[src/rtl/router_rd_sched_if.sv]
// Output byte stream of the router read scheduler: ready/valid plus packet tags.
interface router_rd_sched_if;
  logic       out_valid;
  logic       out_ready;
  logic [7:0] out_data;
  logic       out_sop;
  logic       out_eop;
  logic [1:0] out_src;

  modport master (output out_valid, out_data, out_sop, out_eop, out_src, input out_ready);
  modport slave  (input out_valid, out_data, out_sop, out_eop, out_src, output out_ready);
endinterface

[src/rtl/router_rd_sched.sv]
// Packet-granular round-robin read scheduler: drains three router FIFOs onto one
// ready/valid byte stream, whole packets at a time, through a 2-entry skid buffer.
module router_rd_sched #(
  parameter int unsigned STALL_MAX = 31
) (
  input  logic              clk,
  input  logic              rst,
  input  logic              vld_out_0,
  input  logic              vld_out_1,
  input  logic              vld_out_2,
  input  logic [7:0]        dout_0,
  input  logic [7:0]        dout_1,
  input  logic [7:0]        dout_2,
  output logic              rd_en_0,
  output logic              rd_en_1,
  output logic              rd_en_2,
  router_rd_sched_if.master out_if,
  output logic              out_err,
  output logic [2:0]        grant
);

  localparam logic [1:0] S_IDLE  = 2'd0;
  localparam logic [1:0] S_HDR   = 2'd1;
  localparam logic [1:0] S_HWAIT = 2'd2;
  localparam logic [1:0] S_BODY  = 2'd3;
  localparam logic [7:0] STALL_LIM = 8'(STALL_MAX - 1);

  logic [1:0]  state_q, state_d;
  logic [1:0]  ptr_q, ptr_d;
  logic [6:0]  rem_q, rem_d;
  logic [7:0]  stall_q, stall_d;
  logic [2:0]  grant_q, grant_d;
  logic        err_q, err_d;
  logic        rd_q, rd_d;
  logic        rd_sop_q, rd_sop_d;
  logic        rd_eop_q, rd_eop_d;
  logic [1:0]  rd_src_q, rd_src_d;
  logic [11:0] ent0_q, ent0_d;
  logic [11:0] ent1_q, ent1_d;
  logic [1:0]  cnt_q, cnt_d;

  logic [2:0]  vld_vec;
  logic        vld_sel;
  logic [7:0]  dout_sel;
  logic [1:0]  cand1, cand2, pick;
  logic        pick_ok;
  logic        pop, push, credit, rd_fire;
  logic [11:0] push_ent;

  function automatic logic [1:0] inc3(input logic [1:0] p);
    return (p == 2'd2) ? 2'd0 : p + 2'd1;
  endfunction

  assign vld_vec = {vld_out_2, vld_out_1, vld_out_0};
  assign vld_sel = vld_vec[ptr_q];
  assign pop     = (cnt_q != 2'd0) && out_if.out_ready;
  assign push    = rd_q;
  // A byte leaving this cycle frees its slot in time, which keeps BODY at one byte per cycle.
  assign credit  = (({1'b0, cnt_q} + {2'b00, rd_q}) - {2'b00, pop}) < 3'd2;

  always_comb begin
    case (rd_src_q)
      2'd1:    dout_sel = dout_1;
      2'd2:    dout_sel = dout_2;
      default: dout_sel = dout_0;
    endcase
  end

  always_comb begin
    cand1   = inc3(ptr_q);
    cand2   = inc3(cand1);
    pick    = ptr_q;
    pick_ok = 1'b1;
    if (vld_vec[cand1])      pick = cand1;
    else if (vld_vec[cand2]) pick = cand2;
    else                     pick_ok = vld_vec[ptr_q];
  end

  always_comb begin
    state_d  = state_q;
    ptr_d    = ptr_q;
    rem_d    = rem_q;
    stall_d  = stall_q;
    grant_d  = grant_q;
    err_d    = 1'b0;
    rd_fire  = 1'b0;
    rd_sop_d = 1'b0;
    rd_eop_d = 1'b0;
    rd_src_d = ptr_q;
    case (state_q)
      S_IDLE: begin
        if (pick_ok) begin
          ptr_d   = pick;
          grant_d = 3'b001 << pick;
          state_d = S_HDR;
        end
      end
      S_HDR: begin
        if (vld_sel && credit) begin
          rd_fire  = 1'b1;
          rd_sop_d = 1'b1;
          state_d  = S_HWAIT;
        end
      end
      S_HWAIT: begin
        rem_d   = {1'b0, dout_sel[7:2]} + 7'd1;
        stall_d = '0;
        state_d = S_BODY;
      end
      default: begin
        if (rem_q != 7'd0) begin
          if (vld_sel && credit) begin
            rd_fire = 1'b1;
            rem_d   = rem_q - 7'd1;
            stall_d = '0;
            if (rem_q == 7'd1) begin
              rd_eop_d = 1'b1;
              grant_d  = '0;
              state_d  = S_IDLE;
            end
          end else if (!vld_sel) begin
            // Abort only on an empty cycle, so a final read can never coincide with it.
            if (stall_q >= STALL_LIM) begin
              err_d   = 1'b1;
              grant_d = '0;
              rem_d   = '0;
              stall_d = '0;
              state_d = S_IDLE;
            end else begin
              stall_d = stall_q + 8'd1;
            end
          end
        end
      end
    endcase
  end

  assign rd_d     = rd_fire;
  assign rd_en_0  = rd_fire && (ptr_q == 2'd0);
  assign rd_en_1  = rd_fire && (ptr_q == 2'd1);
  assign rd_en_2  = rd_fire && (ptr_q == 2'd2);
  assign push_ent = {rd_src_q, rd_eop_q, rd_sop_q, dout_sel};

  // Entry 0 is the output register; entry 1 is kept zero whenever it is unoccupied.
  always_comb begin
    ent0_d = ent0_q;
    ent1_d = ent1_q;
    cnt_d  = cnt_q;
    case ({push, pop})
      2'b10: begin
        if (cnt_q == 2'd0) ent0_d = push_ent;
        else               ent1_d = push_ent;
        cnt_d = cnt_q + 2'd1;
      end
      2'b01: begin
        ent0_d = ent1_q;
        ent1_d = '0;
        cnt_d  = cnt_q - 2'd1;
      end
      2'b11: begin
        if (cnt_q == 2'd1) begin
          ent0_d = push_ent;
        end else begin
          ent0_d = ent1_q;
          ent1_d = push_ent;
        end
      end
      default: ;
    endcase
  end

  always_ff @(posedge clk) begin
    if (!rst) begin
      state_q  <= S_IDLE;
      ptr_q    <= 2'd2;
      rem_q    <= '0;
      stall_q  <= '0;
      grant_q  <= '0;
      err_q    <= 1'b0;
      rd_q     <= 1'b0;
      rd_sop_q <= 1'b0;
      rd_eop_q <= 1'b0;
      rd_src_q <= '0;
      ent0_q   <= '0;
      ent1_q   <= '0;
      cnt_q    <= '0;
    end else begin
      state_q  <= state_d;
      ptr_q    <= ptr_d;
      rem_q    <= rem_d;
      stall_q  <= stall_d;
      grant_q  <= grant_d;
      err_q    <= err_d;
      rd_q     <= rd_d;
      rd_sop_q <= rd_sop_d;
      rd_eop_q <= rd_eop_d;
      rd_src_q <= rd_src_d;
      ent0_q   <= ent0_d;
      ent1_q   <= ent1_d;
      cnt_q    <= cnt_d;
    end
  end

  assign out_if.out_valid = (cnt_q != 2'd0);
  assign out_if.out_data  = ent0_q[7:0];
  assign out_if.out_sop   = ent0_q[8];
  assign out_if.out_eop   = ent0_q[9];
  assign out_if.out_src   = ent0_q[11:10];
  assign out_err          = err_q;
  assign grant            = grant_q;

endmodule

[src/flat_wrapper.sv]
// flat-port wrapper written by rule: the top's interface ports become plain ports
module router_rd_sched_flat 
#(
  parameter int unsigned STALL_MAX = 31
)
  (clk, rst, vld_out_0, vld_out_1, vld_out_2, dout_0, dout_1, dout_2, rd_en_0, rd_en_1, rd_en_2, out_err, grant, out_if_out_valid, out_if_out_data, out_if_out_sop, out_if_out_eop, out_if_out_src, out_if_out_ready);
  router_rd_sched_if out_if_i ();
  input  logic clk;
  input  logic rst;
  input  logic vld_out_0;
  input  logic vld_out_1;
  input  logic vld_out_2;
  input  logic [7:0] dout_0;
  input  logic [7:0] dout_1;
  input  logic [7:0] dout_2;
  output logic rd_en_0;
  output logic rd_en_1;
  output logic rd_en_2;
  output logic out_err;
  output logic [2:0] grant;
  output wire logic [$bits(out_if_i.out_valid)-1:0] out_if_out_valid;
  output wire logic [$bits(out_if_i.out_data)-1:0] out_if_out_data;
  output wire logic [$bits(out_if_i.out_sop)-1:0] out_if_out_sop;
  output wire logic [$bits(out_if_i.out_eop)-1:0] out_if_out_eop;
  output wire logic [$bits(out_if_i.out_src)-1:0] out_if_out_src;
  input wire logic [$bits(out_if_i.out_ready)-1:0] out_if_out_ready;
  assign out_if_out_valid = out_if_i.out_valid;
  assign out_if_out_data = out_if_i.out_data;
  assign out_if_out_sop = out_if_i.out_sop;
  assign out_if_out_eop = out_if_i.out_eop;
  assign out_if_out_src = out_if_i.out_src;
  assign out_if_i.out_ready = out_if_out_ready;
  router_rd_sched #(.STALL_MAX(STALL_MAX)) u_core (.clk(clk), .rst(rst), .vld_out_0(vld_out_0), .vld_out_1(vld_out_1), .vld_out_2(vld_out_2), .dout_0(dout_0), .dout_1(dout_1), .dout_2(dout_2), .rd_en_0(rd_en_0), .rd_en_1(rd_en_1), .rd_en_2(rd_en_2), .out_if(out_if_i), .out_err(out_err), .grant(grant));
endmodule
[config.mk]
export PLATFORM = sky130hd
export DESIGN_NAME = router_rd_sched_flat
export DESIGN_NICKNAME = d
export VERILOG_FILES = /design/src/rtl/router_rd_sched_if.sv /design/src/rtl/router_rd_sched.sv /design/src/flat_wrapper.sv
export SDC_FILE = /design/constraint.sdc
export NUM_CORES = 1
export LEC_CHECK = 0
export BUFFER_PORTS_ARGS = -buffer_cell sky130_fd_sc_hd__buf_2
export CAP_MARGIN = 10
export CORE_ASPECT_RATIO = 0.8
export CORE_MARGIN = 5
export CORE_UTILIZATION = 46
export DETAILED_ROUTE_END_ITERATION = 12
export PLACE_DENSITY = 0.67
export SETUP_SLACK_MARGIN = 0.02
export SYNTH_ARGS = -nofsm -noshare
export SYNTH_HDL_FRONTEND = slang
export SYNTH_SLANG_ARGS = --single-unit
[constraint.sdc]
create_clock -name clk -period 4.02 [get_ports clk]
set_clock_uncertainty 0.2 [all_clocks]
set_input_delay 0.201 -clock clk [delete_from_list [all_inputs] [get_ports clk]]
set_output_delay 0.201 -clock clk [all_outputs]
set_load 0.005 [all_outputs]
==> reports/qor.csv <==
stage,metric,value,unit
yosys,synthFlopType,dfxtp_1,
yosys,ys_top_cells_by_area,"dfxtp_1, ha_1, nor2_1",
yosys,syn_nets,405,
yosys,synth_warnings,0,
setup_path,end_kind,output port,
pwr,p_leak,1.45,nW
placement,port_buffers,49,
worst_hold_path,worst_hold_path_type,in2reg,
clock_tree,ctsHoldBuffers,0,
clock_tree,cts_tree,built,
floorplanning,start_util,47.0,%
yosys,syn_avg_cell_area,8.28,um^2
global_route,grt_first_pass_wirelength,11600,um
setup_path,path_max_fanout,7,
global_route,globalRouteOverflowTotal,0,
final_layout,n_antenna_cell,0,
job,cap_violations,0,
floorplanning,fp.coreArea,6340,um^2
placement,dp_cells,475,
routing,avgRoutedWirePerCell,14.4,um
yosys,synthCells,360,
final_layout,layout-drive-gt1-share,16.8,%
global_route,antenna_found_initial,0,
floorplanning,die_x,100,um
floorplanning,die_h,82.0,um
setup_path,critPathSlowestCell,dfxtp_1,
routing,postRouteAntennaNets,0,
yosys,synth_cell_type_count,53,
floorplanning,rows,26,
timing,worst_pin_slew,1.02,ns
timing,period_share,91.2,%
timing,fmax,273,MHz
global_route,met1_usage,25.6,%
timing,hold_viol_final,0,
setup_path,cp_top_family,simple AND/OR/NAND/NOR gates,
yosys,syn_area,2980,um^2
timing,slew_headroom,32.0,%
setup_path,critPathLaunchType,register,
final_layout,final_area,3370,um^2
routing,drc,0,
setup_path,worstPathRequired,3.62,ns
floorplanning,io_pins,50,
floorplanning,die_area,8200,um^2
setup_path,arrival,3.27,ns
clock_tree,clock_path_buffers,2,
timing,grt_setup_unrepaired,false,
yosys,ys_ff_latch,54,
placement,place_area,3260,um^2
global_route,grt_pass1_vias,2362,
clock_tree,htreeDepth,2,
clock_tree,clockRootBuffer,clkbuf_8,
final_layout,final_cells,483,
routing,viasPerCell,5.54,
timing,min_period,3.67,ns
pwr,totalPowerFinal,2.25,mW
yosys,yosys.area.top_type,dfxtp_1,
routing,drt_wl_total,6930,um
global_route,grt_util_met3,3.40,%
timing,slew_viol_final,0,
yosys,synth_top_area_share,36.3,%
global_route,busiest_layer,met1,
clock_tree,cts_setup_buffers,0,
timing,setup_violations,0,
yosys,synth-seq-area-share,36.3,%
clock_tree,cts_resized,0,
setup_path,crit_type,reg2out,
status,outcome,finished clean,
final_layout,finalNetCount,443,
setup_path,crit_chain,inv_1 -> ha_1 -> inv_1 -> nand2_1 -> xnor2_1 -> nand2_1 -> fa_1 -> xnor2_1 -> nand3_1 -> a211o_1 -> nor3b_1 -> buf_2,
pwr,powerDensity,669,nW/um^2
yosys,synth.top_cells.by_count,"dfxtp_1, nor2_1, nand2_1",
routing,num_vias,2676,
clock_tree,clock-sinks,54,
yosys,synth.most_common_cell,dfxtp_1,
placement,dpl.hpwl,5070,um
timing,worst_hold_slack,0.0677,ns
setup_path,path_buf_inv,3,
yosys,async_flop_share,0,%
pwr,ir_worst_vdd,0.000281,V
yosys,synth_edf_count,0,
placement,gp_congestion,0.805,
routing,dr.pass1.iters,4,
routing,drt_iter0_drc,130,
global_route,grt_start_max_net_pins,40,
clock_tree,cts_buffers,5,
global_route,track_usage,17.6,%
global_route,use_met2,25.6,%
clock_tree,clk_latency,0.32,ns
timing,fin_tns_setup,0,ns
final_layout,area_growth,13.0,%
setup_path,max_stage_delay,0.43,ns
clock_tree,cts.clk_slew.worst_paths,0.10,ns
[cell families (layout without fill, tap and decap cells)]
kind of cell,count (synthesis),after routing,share of synthesized area (%)
simple gates,138,138,21.8
xor+xnor,7,7,2.06
mux,17,17,5.71
flops,54,54,36.3
buf+inv,39,78,5.67
compound gates,90,90,22.0
fa+ha+maj,15,15,6.55
[per-layer routing]
layer  wire, um  vias to the layer above
li1           -                     1363
met3        304                       10
met4        106                        0
met1       3470                     1239
met2       3050                       64
met5          0                        -
[area by class of cell]
class	instances	area (um^2)
repair buffers	53	275
multi-input cells	267	1730
clock inverters	3	43.8
inverters	17	63.8
well taps	84	105
fillers	612	2970
flip-flops and latches	54	1080
clock buffers	5	68.8
[state kept, by name (all words and copies together), names as in the netlist]
signal / flops
u_core.ent0_q: 12
u_core.ent1_q: 12
u_core.stall_q: 8
u_core.rem_q: 7
u_core.grant: 3
u_core.cnt_q: 2
u_core.ptr_q: 2
u_core.rd_src_q: 2
u_core.state_q: 2
u_core.out_err: 1
u_core.push: 1
u_core.rd_eop_q: 1
u_core.rd_sop_q: 1
[path summary, 6_finish.rpt]
check,startpoint,end,slack [ns],cells past startpoint
setup / recovery,u_core.cnt_q[1]$_SDFFE_PN0P_,rd_en_2,0.35,12
hold / removal,rst,u_core.ptr_q[1]$_SDFFE_PN1P_,0.07,2
setup reg to reg,u_core.cnt_q[1]$_SDFFE_PN0P_,u_core.rem_q[1]$_SDFFE_PN0P_,0.75,14
hold reg to reg,u_core.grant[0]$_SDFFE_PN0P_,u_core.grant[0]$_SDFFE_PN0P_,0.27,2
[worst reg2reg max path, cell delays in order (launching register included)]
cell and delay (ns):
dfxtp_1 0.43, inv_1 0.09, ha_1 0.22, inv_1 0.09
nand2_1 0.17, xnor2_1 0.23, nand2_1 0.10, fa_1 0.39
xnor2_1 0.25, a21o_1 0.17, o221ai_1 0.13, buf_4 0.21
nor2b_4 0.17, o311ai_0 0.15, o211a_1 0.16
[per-stage QoR]
step / setup WS, ns / utilization (%)
finish: 0.352 / 53.1
global route: 0.0589 / 53.1
CTS: 0.336 / 53.1
detailed placement: 0.706 / 51.3
global placement: 0.836 / 51.3
floorplan: 1.08 / -
[power breakdown]
part | internal, mW | switching [mW]
combinational | 0.468 | 0.671
clock | 0.187 | 0.194
sequential | 0.645 | 0.0893
total | 1.30 | 0.954
[placed cells by master, fill, tap and decap left out, drive strengths merged, types with 5 or more instances in the layout]
cell,instances
nor2b,6
buf,53
a22oi,19
nor3,10
ha,14
clkbuf,5
dfxtp,54
nand3,10
mux2i,17
a21oi,12
nand2,39
a211oi,15
nor2,46
inv,18
o21ai,11
Power figures use the tool's default switching activity.
